===== src/rtl/sccb_config_sequencer.sv =====
// Walks a register-init table in a synchronous ROM and drives a byte-level I2C
// master through 3-phase SCCB writes, with delay/end markers, NACK retry and abort.
module sccb_config_sequencer #(
    parameter logic [7:0] DEV_ADDR       = 8'h42,
    parameter int         REG_ADDR_BYTES = 1,
    parameter int         ROM_DEPTH      = 128,
    parameter int         DELAY_UNIT_CYC = 100000,
    parameter int         MAX_RETRY      = 3,
    parameter int         GAP_CYC        = 16,
    localparam int        EW             = 8*REG_ADDR_BYTES + 8,
    localparam int        AW             = $clog2(ROM_DEPTH)
) (
    input  logic          clk,
    input  logic          reset,
    input  logic          start,
    input  logic          abort,
    output logic          busy,
    output logic          done,
    output logic          error,
    output logic [AW-1:0] cur_index,
    output logic [AW-1:0] rom_addr,
    input  logic [EW-1:0] rom_data,
    output logic          i2c_start,
    output logic          i2c_en,
    output logic          i2c_stop,
    output logic [7:0]    tx_data,
    input  logic          tx_ready,
    input  logic          tx_done,
    input  logic          rd_ack
);
    localparam int NB = REG_ADDR_BYTES + 2;
    localparam int CW = $clog2(255*DELAY_UNIT_CYC + GAP_CYC + 1);
    localparam int RW = (MAX_RETRY > 0) ? $clog2(MAX_RETRY + 1) : 1;
    localparam int SW = EW + 8;

    typedef enum logic [3:0] {
        S_IDLE, S_FETCH, S_WAIT_ROM, S_DECODE, S_START, S_SEND, S_WAIT_DONE,
        S_STOP, S_STOP_WAIT, S_GAP, S_DELAY, S_NEXT, S_FINISH
    } state_t;

    state_t        state_q, state_d;
    logic [AW-1:0] idx_q, idx_d;
    logic [EW-1:0] ent_q, ent_d;
    logic [SW-1:0] sh_q, sh_d;
    logic [1:0]    bcnt_q, bcnt_d;
    logic [RW-1:0] retry_q, retry_d;
    logic [CW-1:0] cnt_q, cnt_d;
    logic          nack_q, nack_d, abort_q, abort_d, error_q, error_d;

    logic [EW-9:0] ent_addr;
    logic [7:0]    ent_data;
    logic          abt;

    assign ent_addr  = ent_q[EW-1:8];
    assign ent_data  = ent_q[7:0];
    assign abt       = abort_q | abort;
    assign busy      = (state_q != S_IDLE) && (state_q != S_FINISH);
    assign done      = (state_q == S_FINISH);
    assign error     = error_q;
    assign cur_index = idx_q;
    assign rom_addr  = idx_q;
    // Outgoing bytes are shifted out MSB-first: DEV_ADDR, reg_addr (high first), reg_data.
    assign tx_data   = sh_q[SW-1 -: 8];

    always_comb begin
        state_d   = state_q;
        idx_d     = idx_q;
        ent_d     = ent_q;
        sh_d      = sh_q;
        bcnt_d    = bcnt_q;
        retry_d   = retry_q;
        cnt_d     = cnt_q;
        nack_d    = nack_q;
        abort_d   = abt;
        error_d   = error_q;
        i2c_start = 1'b0;
        i2c_en    = 1'b0;
        i2c_stop  = 1'b0;
        case (state_q)
            S_IDLE: begin
                abort_d = 1'b0;
                if (start) begin
                    state_d = S_FETCH;
                    idx_d   = '0;
                    retry_d = '0;
                    error_d = 1'b0;
                end
            end
            S_FETCH: begin
                if (abt) begin state_d = S_FINISH; error_d = 1'b1; end
                else state_d = S_WAIT_ROM;
            end
            S_WAIT_ROM: begin
                ent_d = rom_data;
                if (abt) begin state_d = S_FINISH; error_d = 1'b1; end
                else state_d = S_DECODE;
            end
            S_DECODE: begin
                if (abt) begin state_d = S_FINISH; error_d = 1'b1; end
                else if (&ent_addr) begin
                    if (ent_data == 8'hFF) state_d = S_FINISH;
                    else if (ent_data == 8'h00) state_d = S_NEXT;
                    else begin
                        cnt_d   = CW'(32'(ent_data) * 32'(DELAY_UNIT_CYC));
                        state_d = S_DELAY;
                    end
                end else state_d = S_START;
            end
            S_START: begin
                if (abt) begin state_d = S_FINISH; error_d = 1'b1; end
                else if (tx_ready) begin
                    i2c_start = 1'b1;
                    sh_d      = {DEV_ADDR, ent_q};
                    bcnt_d    = '0;
                    nack_d    = 1'b0;
                    state_d   = S_SEND;
                end
            end
            S_SEND: begin
                if (abt) state_d = S_STOP;
                else if (tx_ready) begin
                    i2c_en  = 1'b1;
                    state_d = S_WAIT_DONE;
                end
            end
            S_WAIT_DONE: begin
                if (tx_done) begin
                    if (rd_ack) begin
                        nack_d  = 1'b1;
                        state_d = S_STOP;
                    end else if (abt || bcnt_q == 2'(NB - 1)) state_d = S_STOP;
                    else begin
                        sh_d    = {sh_q[SW-9:0], 8'h00};
                        bcnt_d  = bcnt_q + 2'd1;
                        state_d = S_SEND;
                    end
                end
            end
            S_STOP: begin
                if (tx_ready) begin
                    i2c_stop = 1'b1;
                    state_d  = S_STOP_WAIT;
                end
            end
            S_STOP_WAIT: begin
                if (tx_ready) begin
                    cnt_d   = CW'(GAP_CYC);
                    state_d = S_GAP;
                end
            end
            S_GAP: begin
                if (cnt_q > CW'(1)) cnt_d = cnt_q - CW'(1);
                else if (abt) begin state_d = S_FINISH; error_d = 1'b1; end
                else if (nack_q) begin
                    if (retry_q < RW'(MAX_RETRY)) begin
                        retry_d = retry_q + RW'(1);
                        state_d = S_START;
                    end else begin
                        state_d = S_FINISH;
                        error_d = 1'b1;
                    end
                end else begin
                    retry_d = '0;
                    state_d = S_NEXT;
                end
            end
            S_DELAY: begin
                if (abt) begin state_d = S_FINISH; error_d = 1'b1; end
                else if (cnt_q > CW'(1)) cnt_d = cnt_q - CW'(1);
                else state_d = S_NEXT;
            end
            S_NEXT: begin
                if (abt) begin state_d = S_FINISH; error_d = 1'b1; end
                else if (idx_q == AW'(ROM_DEPTH - 1)) state_d = S_FINISH;
                else begin
                    idx_d   = idx_q + AW'(1);
                    state_d = S_FETCH;
                end
            end
            S_FINISH: state_d = S_IDLE;
            default:  state_d = S_IDLE;
        endcase
    end

    always_ff @(posedge clk or negedge reset) begin
        if (!reset) begin
            state_q <= S_IDLE;
            idx_q   <= '0;
            ent_q   <= '0;
            sh_q    <= '0;
            bcnt_q  <= '0;
            retry_q <= '0;
            cnt_q   <= '0;
            nack_q  <= 1'b0;
            abort_q <= 1'b0;
            error_q <= 1'b0;
        end else begin
            state_q <= state_d;
            idx_q   <= idx_d;
            ent_q   <= ent_d;
            sh_q    <= sh_d;
            bcnt_q  <= bcnt_d;
            retry_q <= retry_d;
            cnt_q   <= cnt_d;
            nack_q  <= nack_d;
            abort_q <= abort_d;
            error_q <= error_d;
        end
    end
endmodule


===== config.mk =====
export PLATFORM = sky130hd
export DESIGN_NAME = sccb_config_sequencer
export DESIGN_NICKNAME = d
export VERILOG_FILES = /design/src/rtl/sccb_config_sequencer.sv
export SDC_FILE = /design/constraint.sdc
export NUM_CORES = 1
export LEC_CHECK = 0
export ABC_AREA = 1
export ABC_CLOCK_PERIOD_IN_PS = 10920
export CAP_MARGIN = 20
export CORE_UTILIZATION = 30
export DETAILED_ROUTE_END_ITERATION = 6
export HOLD_SLACK_MARGIN = 0.12
export MAX_ROUTING_LAYER = met4
export PLACE_DENSITY = 0.49
export SYNTH_ARGS = -nofsm -noshare
export SYNTH_HDL_FRONTEND = slang
export SYNTH_SLANG_ARGS = --single-unit

===== constraint.sdc =====
create_clock -name clk -period 10.92 [get_ports clk]
set_clock_uncertainty 0.15 [all_clocks]
set_input_delay 2.184 -clock clk [delete_from_list [all_inputs] [get_ports clk]]
set_output_delay 2.184 -clock clk [all_outputs]
set_load 0.03 [all_outputs]

==> flow_summary.yaml, run 1 <==
detailed_routing:
  drc: 0
  num_vias: 6022
  final_antenna_net_count: 0
  viasPerCell: 4.84
  drt_first_pass_iters: 5
  routed_wl_um: 17700
  wire_per_inst_um: 14.2
  drt_iter0_drc: 301
sta:
  fmax_mhz: 143
  slew_headroom: 0.498
  final-setup-viol-count: 0
  fin_tns_setup_ps: 0
  rsz0062_at_grt: "false"
  period_minus_slack_ps: 7020
  setup_slack_ps: 3900
  hold_viol: 0
  fin_crit_sh: 0.642
  worst_slew_pin_slew_ps: 751
  slew_violations: 0
floorplan:
  die_area_um2: 22900
  start_util: 0.306
  ios: 51
  row_count: 54
  die_h_um: 151
  coreArea_um2: 21800
  die_w_um: 151
finish:
  nets: 1058
  fill_cells: 2316
  syn_to_final_growth_pct: 15.1
  drive_gt1_frac: 0.0632
  finalNonFillerCells: 1245
  n_antenna_cell: 0
  seqCellArea_um2: 2080
  multi_input_area_um2: 3960
synth:
  yosys.area_share.simple: 0.326
  synth_nets: 1026
  synthMuxAreaShare: 0.0135
  synth-edff-count: 0
  synth_area_leaders: "dfrtp_1 31%, nand2_1 14%, ha_1 12%"
  synth_compound_area_frac: 0.0876
  synth_top_family_by_area: "simple AND/OR/NAND/NOR gates"
  synth_seq_area_share: 0.311
  ys_types: 42
  syn_area_um2: 6690
  synth_xor_area_frac: 0.0118
  synthFlopType: "dfrtp_1"
  async_flop_share: 1.00
  synth-warning-count: 0
  synth_commonest_cells: "251 x nand2_1, 111 x inv_1, 98 x nand3_1"
  synth_top_cell_area_share: 0.311
  synth_fa_ha_area_frac: 0.154
  synth.most_common_cell: "nand2_1"
  synth_top_cell_by_area: "dfrtp_1"
  syn_area_per_cell_um2: 7.21
  synth_cells: 928
  synth.ff_latch_count: 83
global_route:
  grt_pass1_wl_um: 29700
  grt_pass1_vias: 5717
  track_usage: 0.172
  grt_max_degree: 56
  grt_overflow: 0
  antenna_found_initial: 0
worst_setup_path:
  start_kind: "primary input"
  cp_slowest_cell: "clkdlybuf4s50_1"
  cp.arrival_ps: 4680
  crit_required_ps: 8590
  worstRegToRegCells: 14
  cp_cell_sequence: "clkdlybuf4s50_1, nor2_1, inv_2, nor3_4, clkdlybuf4s50_1"
  cpMostUsedCell: "clkdlybuf4s50_1"
  slowest_delay_ps: 770
  path_max_fanout: 12
  path_class: "in -> out"
  endpoint_kind: "output port"
placed_design:
  dpl.hpwl_um: 13500
  dp_slack_ps: 3890
  gp_congestion: 0.900
  dp.cells: 1228
  port_buffers: 50
cts:
  post-cts-setup-buffers: 0
  cts-root-buf: "clkbuf_16"
  cts_tree: "built"
  h-tree-depth: 3
  clock_latency_ps: 350
  cts_resized: 0
  cts_buffer_depth: 2
  cts_buffers: 9
  postCtsHoldBufs: 0
  path_clk_slew_ps: 70
  clock-sinks: 83
outcome:
  status: "complete, no violations"
hold_path:
  min_path_type: "reg -> reg"
  hold_path_depth: 2
job:
  drv_cap: 0
## worst paths after layout
check / startpoint / endpoint / slack (ps)
worst max-delay path: abort / i2c_start / 3900
max in group asynchronous: reset / sh_q[23] / 7950
worst min register to register: error / error / 330
worst max register to register: ent_q[2] / cnt_q[16] / 6900
worst min-delay path: error / error / 330
min in group asynchronous: reset / retry_q[0] / 1610
## critical path: cells and delay by family
family / cells / cell delay, ps
buf+inv: 3 / 1420
simple gates: 2 / 1080
## cell type report
cell class | instances | area share
clock buffers | 9 | 0.0293
clock inverters | 7 | 0.0135
inverters | 119 | 0.0583
multi-input cells | 695 | 0.514
flip-flops and latches | 83 | 0.270
well taps | 280 | 0.0455
repair buffers | 52 | 0.0692
## metal layers
| metal | global-route usage | share of wire | wire, um | up-vias |
|---|---|---|---|---|
| li1 | - | - | - | 3072 |
| met1 | 0.236 | 0.51 | 8980 | 2828 |
| met2 | 0.262 | 0.45 | 7980 | 108 |
| met3 | 0.0232 | 0.029 | 521 | 14 |
| met4 | 0.0495 | 0.012 | 212 | 0 |
| met5 | - | 0 | 0 | - |
## cell usage in the layout (no fill, tap or decap), drive strengths merged, types with 2 or more instances in the layout
cell / n
clkdlybuf4s50: 49
fa: 12
nor2: 99
buf: 3
nor3: 13
nand3: 101
or2: 6
clkbuf: 9
inv: 123
a31oi: 2
mux2: 8
dfrtp: 83
o21ai: 50
xor2: 6
a21oi: 31
o21bai: 2
bufinv: 2
ha: 63
nand3b: 6
xnor2: 3
o211ai: 9
o31ai: 4
nand4: 15
nand2: 257
o22ai: 2
## stage by stage
step	instance area, um2	utilization	hold WS, ps
3_3_place_gp	7340	0.336	312
6_report	7700	0.353	328
4_1_cts	7670	0.352	333
5_1_grt	7700	0.353	372
2_1_floorplan	6690	-	302
3_5_place_dp	7340	0.336	315
## logic make-up after synthesis
kind of cell	Yosys count
buffers and inverters	150
muxes	8
adders and majority gates	75
xor gates and xnor gates	9
and+or+nand+nor	501
DFF	83
AOI/OAI and AO/OA	102
## registers in the layout, summed over array words and instances (netlist names)
signal / count
abort_q: 1
bcnt_q: 2
cnt_q: 25
cur_index: 7
ent_q: 16
error: 1
nack_q: 1
retry_q: 2
sh_q: 24
state_q: 4
Power of run 1 is left out: the tool's default activity adds up to more than one toggle a clock period on the data nets, which glitch-free logic cannot reach.
==> run 2: changes to the inputs <==
- ABC_CLOCK_PERIOD_IN_PS: 10920 -> 5680
- PLACE_DENSITY: 0.49 -> 0.5
- clock period: 10.92 -> 5.68 ns (I/O delays scaled with it)
==> flow_summary.yaml, run 2 (same netlist as run 1, synthesis figures left out) <==
outcome:
  status: "complete, no violations"
worst_setup_path:
  critPathTopFamily: "buffers and inverters"
  crit_buf_inv: 4
  endpoint_kind: "output port"
  path_max_fanout: 12
  endpoint: "i2c_start"
  slowest_delay_ps: 770
  path_class: "in -> out"
  r2r_slack_ps: 1780
  cp.arrival_ps: 3150
  start_kind: "primary input"
  worst_r2r_endpoint: "cnt_q[16]"
  crit_required_ps: 4390
  worstRegToRegCells: 14
  startpoint: "abort"
  cp_slowest_cell: "clkdlybuf4s50_1"
  cp_cell_sequence: "clkdlybuf4s50_1, nor2_1, buf_4, inv_2, nor3_4, clkdlybuf4s50_1"
  cp_num_cells: 6
  r2r-start: "ent_q[2]"
  cpMostUsedCell: "clkdlybuf4s50_1"
sta:
  slew_violations: 0
  final-setup-viol-count: 0
  slew_headroom: 0.326
  rsz0062_at_grt: "false"
  fin_crit_sh: 0.782
  worst_slew_pin_slew_ps: 1010
  fmax_mhz: 225
  hold_viol: 0
  period_minus_slack_ps: 4440
  fin_tns_setup_ps: 0
cts:
  h-tree-depth: 3
  post-cts-setup-buffers: 0
  postCtsHoldBufs: 0
  cts_tree: "built"
  clock-sinks: 83
  cts_resized: 0
  path_clk_slew_ps: 60
  cts_buffers: 9
  cts-root-buf: "clkbuf_16"
  cts_buffer_depth: 2
  clock_latency_ps: 350
floorplan:
  die_h_um: 151
  coreArea_um2: 21800
  ios: 51
  die_area_um2: 22900
  row_count: 54
  die_w_um: 151
  start_util: 0.306
finish:
  multi_input_area_um2: 3960
  seqCellArea_um2: 2080
  syn_to_final_growth_pct: 14.9
  largest_reg_flops: 25
  nets: 1058
  final_common_cell: "nand2_1"
  mostFrequentLayoutCells: "251 x nand2_1, 111 x inv_1, 98 x nand3_1, 96 x nor2_1, 83 x dfrtp_1"
  fin_util: 0.352
  regMostFlops: "cnt_q"
  drive_gt1_frac: 0.0632
  n_antenna_cell: 0
  top_regs: "cnt_q x25, sh_q x24, ent_q x16"
  fill_cells: 2358
detailed_routing:
  drc: 0
  num_vias: 5929
  routed_wl_um: 17900
  viasPerCell: 4.76
  final_antenna_net_count: 0
  wire_per_inst_um: 14.4
  drt_first_pass_iters: 5
  drt_iter0_drc: 327
global_route:
  grt_pass1_vias: 5767
  grt_max_degree: 46
  antenna_found_initial: 0
  grt_overflow: 0
  grt_pass1_wl_um: 29900
  track_usage: 0.173
hold_path:
  min_path_type: "reg -> reg"
placed_design:
  gp_congestion: 0.890
  dpl.hpwl_um: 13800
  port_buffers: 50
job:
  drv_cap: 0
[run 2: changes by cell type in the layout (fill, tap and decap cells not counted), sizes merged]
cell,change
inv,-1
clkinvlp,+1
[run 2: how the worst min path moves through the flow]
stage	from	to	slack [ps]	cells past startpoint
final	error	error	320	2
after global routing	error	error	350	2
after floorplan	sh_q[1]	sh_q[1]	300	2
after CTS	error	error	330	2
after detailed placement	error	error	320	2
after global placement	error	error	310	2
[run 2: per-stage QoR]
step	hold WS [ps]	cells	setup WS [ps]	area, um2
4_1_cts	332	1245	1240	7680
5_1_grt	348	1245	1140	7680
6_report	321	1245	1240	7680
3_3_place_gp	313	1229	1250	7350
2_1_floorplan	302	928	2010	6690
3_5_place_dp	316	1229	1250	7350
[run 2: area by class of cell]
class | instances | share of cell area
sequential | 83 | 0.270
inverter | 119 | 0.0585
clock inverter | 7 | 0.0137
timing repair buffer | 52 | 0.0668
tap | 280 | 0.0456
multi-input combinational | 695 | 0.516
clock buffer | 9 | 0.0293
[run 2: worst register-to-register path: cells and delay by family (launching register included)]
kind	cells	cell delay, ps
buffers and inverters	2	100
DFF	1	490
adders and majority gates	5	1970
and+or+nand+nor	5	700
AOI/OAI and AO/OA	2	390
[run 2: layer usage]
layer / share of wire / vias to the layer above / wire [um] / GRT usage
met5: 0 / - / 0 / -
met4: 0.014 / 0 / 252 / 0.0485
met3: 0.029 / 17 / 521 / 0.0250
met2: 0.46 / 106 / 8180 / 0.266
met1: 0.50 / 2735 / 8940 / 0.235
li1: - / 3071 / - / -
Power of run 2 is left out for the same reason.
==> run 3: changes to the inputs <==
- ABC_CLOCK_PERIOD_IN_PS: 5680 -> 4200
- PLACE_DENSITY: 0.5 -> 0.49
- clock period: 5.68 -> 4.2 ns (I/O delays scaled with it)
==> flow_summary.yaml, run 3 (same netlist as run 1, synthesis figures left out) <==
outcome:
  status: "complete, no violations"
detailed_routing:
  drc: 0
  final_antenna_net_count: 0
  routed_wl_um: 18200
  num_vias: 6046
  wire_per_inst_um: 14.5
  drt_first_pass_iters: 5
  viasPerCell: 4.83
  drt_iter0_drc: 305
floorplan:
  row_count: 54
  die_area_um2: 22900
  coreArea_um2: 21800
  start_util: 0.306
  die_h_um: 151
  die_w_um: 151
  ios: 51
cts:
  path_clk_slew_ps: 80
  postCtsHoldBufs: 0
  clock-sinks: 83
  clock_latency_ps: 350
  cts_resized: 0
  post-cts-setup-buffers: 0
  cts_buffer_depth: 2
  cts-root-buf: "clkbuf_16"
  h-tree-depth: 3
  cts_buffers: 9
  cts_tree: "built"
worst_setup_path:
  endpoint: "cnt_q[16]"
  startpoint: "ent_q[4]"
  cp_slowest_cell: "fa_1"
  path_class: "reg -> reg"
  slowest_delay_ps: 490
  r2r-start: "ent_q[4]"
  path_max_fanout: 6
  cp.arrival_ps: 3880
  cp_cell_sequence: "ha_1, ha_1, inv_1, fa_1, inv_1, fa_1, ha_1, or2_2, nand3_1, nand2_1, o21ai_0, o21ai_0, nand2_1, nand2_1"
  start_kind: "register"
  worst_r2r_endpoint: "cnt_q[16]"
  r2r_slack_ps: 410
  endpoint_kind: "register"
  crit_required_ps: 4290
  worstRegToRegCells: 14
finish:
  mostFrequentLayoutCells: "251 x nand2_1, 111 x inv_1, 98 x nand3_1, 96 x nor2_1, 83 x dfrtp_1"
  regMostFlops: "cnt_q"
  drive_gt1_frac: 0.0700
  fin_util: 0.353
  top_regs: "cnt_q x25, sh_q x24, ent_q x16"
  final_common_cell: "nand2_1"
  nets: 1064
  largest_reg_flops: 25
  syn_to_final_growth_pct: 15.1
  fill_cells: 2312
  n_antenna_cell: 0
global_route:
  grt_pass1_vias: 5693
  grt_overflow: 0
  grt_pass1_wl_um: 29900
  antenna_found_initial: 0
  grt_max_degree: 55
  track_usage: 0.174
sta:
  period_minus_slack_ps: 3790
  slew_violations: 0
  worst_slew_pin_slew_ps: 1010
  hold_viol: 0
  final-setup-viol-count: 0
  fin_tns_setup_ps: 0
  fin_crit_sh: 0.902
  fmax_mhz: 264
  slew_headroom: 0.323
  rsz0062_at_grt: "false"
placed_design:
  gp_congestion: 0.863
  dpl.hpwl_um: 13700
  port_buffers: 50
hold_path:
  min_path_type: "reg -> reg"
job:
  drv_cap: 0
-- run 3: cell types whose count changed in the layout (fill, tap and decap cells not counted), sizes merged --
cell / previous run / this run
bufinv: 2 / 0
clkdlybuf4s50: 49 / 48
buf: 3 / 10
inv: 122 / 123
clkinv: 1 / 2
-- run 3: area by class of cell --
type / count / area, um2 / share of cell area
Multi-Input combinational cell: 695 / 3960 / 0.515
Sequential cell: 83 / 2080 / 0.270
Timing Repair Buffer: 58 / 568 / 0.0738
Inverter: 119 / 449 / 0.0584
Tap cell: 280 / 350 / 0.0455
Clock buffer: 9 / 225 / 0.0293
Clock inverter: 7 / 65.1 / 0.00846
-- run 3: worst min-delay path by stage --
stage	cells after the start	startpoint	end	slack, ps
after CTS	2	sh_q[20]	sh_q[20]	330
after floorplan	2	sh_q[1]	sh_q[1]	300
final	2	error	error	330
after global routing	2	error	error	360
after detailed placement	2	sh_q[20]	sh_q[20]	320
after global placement	2	error	error	310
-- run 3: layer usage --
layer,wire length [um],up-vias,track usage
li1,-,3083,-
met1,9220,2833,0.242
met2,8060,116,0.261
met3,654,14,0.0289
met4,252,0,0.0420
met5,0,-,-
-- run 3: stage by stage --
step	cell area, um2	worst slack [ps]	cells	hold WS [ps]
after global routing	7690	125	1251	356
after floorplan	6690	690	928	302
after global placement	7400	452	1235	311
after CTS	7690	386	1251	335
final	7690	411	1251	332
after detailed placement	7400	404	1235	317
-- run 3: critical path: cells and delay by family (launching register included) --
| kind | cells | cell delay (ps) |
|---|---|---|
| AOI/OAI and AO/OA | 2 | 340 |
| adders and majority gates | 5 | 1940 |
| buffers and inverters | 2 | 100 |
| DFF | 1 | 470 |
| and+or+nand+nor | 5 | 690 |
Power of run 3 is left out for the same reason.
==> edit: new RTL, settings of run 1 <==
Change the parameter `DELAY_UNIT_CYC` from 100000 to 200000.
--- a/src/rtl/sccb_config_sequencer.sv
+++ b/src/rtl/sccb_config_sequencer.sv
@@ -4,7 +4,7 @@
     parameter logic [7:0] DEV_ADDR       = 8'h42,
     parameter int         REG_ADDR_BYTES = 1,
     parameter int         ROM_DEPTH      = 128,
-    parameter int         DELAY_UNIT_CYC = 100000,
+    parameter int         DELAY_UNIT_CYC = 200000,
     parameter int         MAX_RETRY      = 3,
     parameter int         GAP_CYC        = 16,
     localparam int        EW             = 8*REG_ADDR_BYTES + 8,
Formal check against the unedited RTL: same outputs for any inputs over 10 cycles, from zero or initial values and one cycle with reset low; that may be too few to reach the edited logic, so the function may still have changed.
==> edit against run 1 <==
Routed wire length is 0.77% lower; synthesized area increased by 2.4%; sequential cell count increased by 1; non-clock buffer count unchanged; design area grew 1.5%; worst setup slack better by 310 ps; first-iteration DRC count is 4.0% lower.
Power is left out: the tool's default activity adds up to more than one toggle a clock period on the data nets, which glitch-free logic cannot reach.
==> edit: results (changes against run 1) <==
# nets final 1,115 (+5.4%); vias in the first global route 5,856 (+2.4%); GRT Util Overall 16.20% (-0.97 points); Area after DPL 7483 um2 (+1.9%); hold slack final 335.0 ps (+6.863 ps); Post-DP HPWL 13,700 um (+1.6%); drt first pass iters 5 (unchanged); worst r2r src ent_q[6]$_DFFE_PN0P_; worst hold endpoint sh_q[19]$_DFFE_PN0P_; cells taking the most area after synthesis dfrtp_1 (31%), nand2_1 (18%), ha_1 (12%); largest registers cnt_q: 26 flops, sh_q: 24 flops, ent_q: 16 flops; first-pass GRT wire length 29,480 um (-0.86%); PostCTS Resize Cnt 0 (unchanged); Fill cells 2,380 (+2.8%); hold_sp sh_q[19]$_DFFE_PN0P_; R2R depth 16 (+2); Hold Path Depth 2 (unchanged); Post-synth top flop dfrtp_1; r2r endpoint cnt_q[23]$_DFFE_PN0P_; Yosys cell types 38 (-9.5%); Worst-Skew Late Latency 350 ps (about the same); Root Buffer clkbuf_16; measured slew at the worst slew-check pin 940.9 ps (+190.1 ps); maximum clock path buffer count 2 (unchanged); routability cong. 0.8867 (-1.5%); synth cell count leaders nand2_1 (332), inv_1 (136), dfrtp_1 (84); largest net degree at the start of global routing 56 (unchanged); initial antenna violation count 0 (unchanged); port bufs 50 (unchanged); Inserted Clock Buffers 9 (unchanged); Yosys warnings 0 (unchanged); critical path arrival 4370 ps (-310 ps); WL/cell 13.48 um (-5.1%); CTS clk-pin slew, worst paths 70 ps (about the same); Post-Syn Nets 1,083 (+5.6%); CP Max Fanout 14 (+2); layout cells sized above 1 5.675% (-0.65 points); register area share after synthesis 30.70% (-0.36 points); H-tree depth 3 (unchanged); R2R Setup Slk 7160 ps (+260 ps); status completed; ant diodes 0 (unchanged); Via-to-Cell Ratio 4.654 (-3.8%); Setup Fix Bufs, Post-CTS 0 (unchanged); First DRT Iteration DRCs 289 (-4.0%); Worst Setup SP abort
## edit: worst max-delay path, stage by stage
cell and delay [ps]:
clkdlybuf4s50_1 410, nor2_2 440, nand3_1 450, inv_1 190
clkdlybuf4s50_1 690
## edit: cell families (layout without fill, tap and decap cells)
group           Yosys count  after routing  share of synthesized area [%]
buf+inv                 177            214                          11.37
simple gates            546            546                          34.06
flops                    84             84                          30.70
compound gates           94             94                          7.694
fa+ha+maj                75             75                          15.02
xor+xnor                  9              9                          1.151
## edit: per-stage QoR
step / cells / utilization [%] / worst slack (ps)
floorplan: 985 / - / 5202
global placement: 1286 / 33.87 / 4180
detailed placement: 1286 / 33.87 / 4172
CTS: 1302 / 35.37 / 4169
global route: 1302 / 35.37 / 4084
finish: 1302 / 35.37 / 4218
## edit: final cells by class
class | instances | area share [%]
clock buffers | 9 | 2.882
flip-flops and latches | 84 | 26.90
multi-input cells | 724 | 50.76
well taps | 280 | 4.484
clock inverters | 7 | 1.345
inverters | 146 | 7.062
repair buffers | 52 | 6.565
## edit: worst max path at each step
stage | end | slack, ps | depth (start not counted)
final | i2c_start | 4220 | 5
after detailed placement | i2c_start | 4170 | 5
after floorplan | i2c_en | 5200 | 3
after global placement | i2c_start | 4180 | 5
after global routing | i2c_start | 4080 | 5
after CTS | i2c_start | 4170 | 5
## edit: layer usage
layer	vias to the layer above	routed length, um	GRT usage (%)
li1	3192	-	-
met1	2763	8930	21.61
met2	91	7916	25.42
met3	14	490	2.552
met4	0	216	4.281
met5	-	0	-
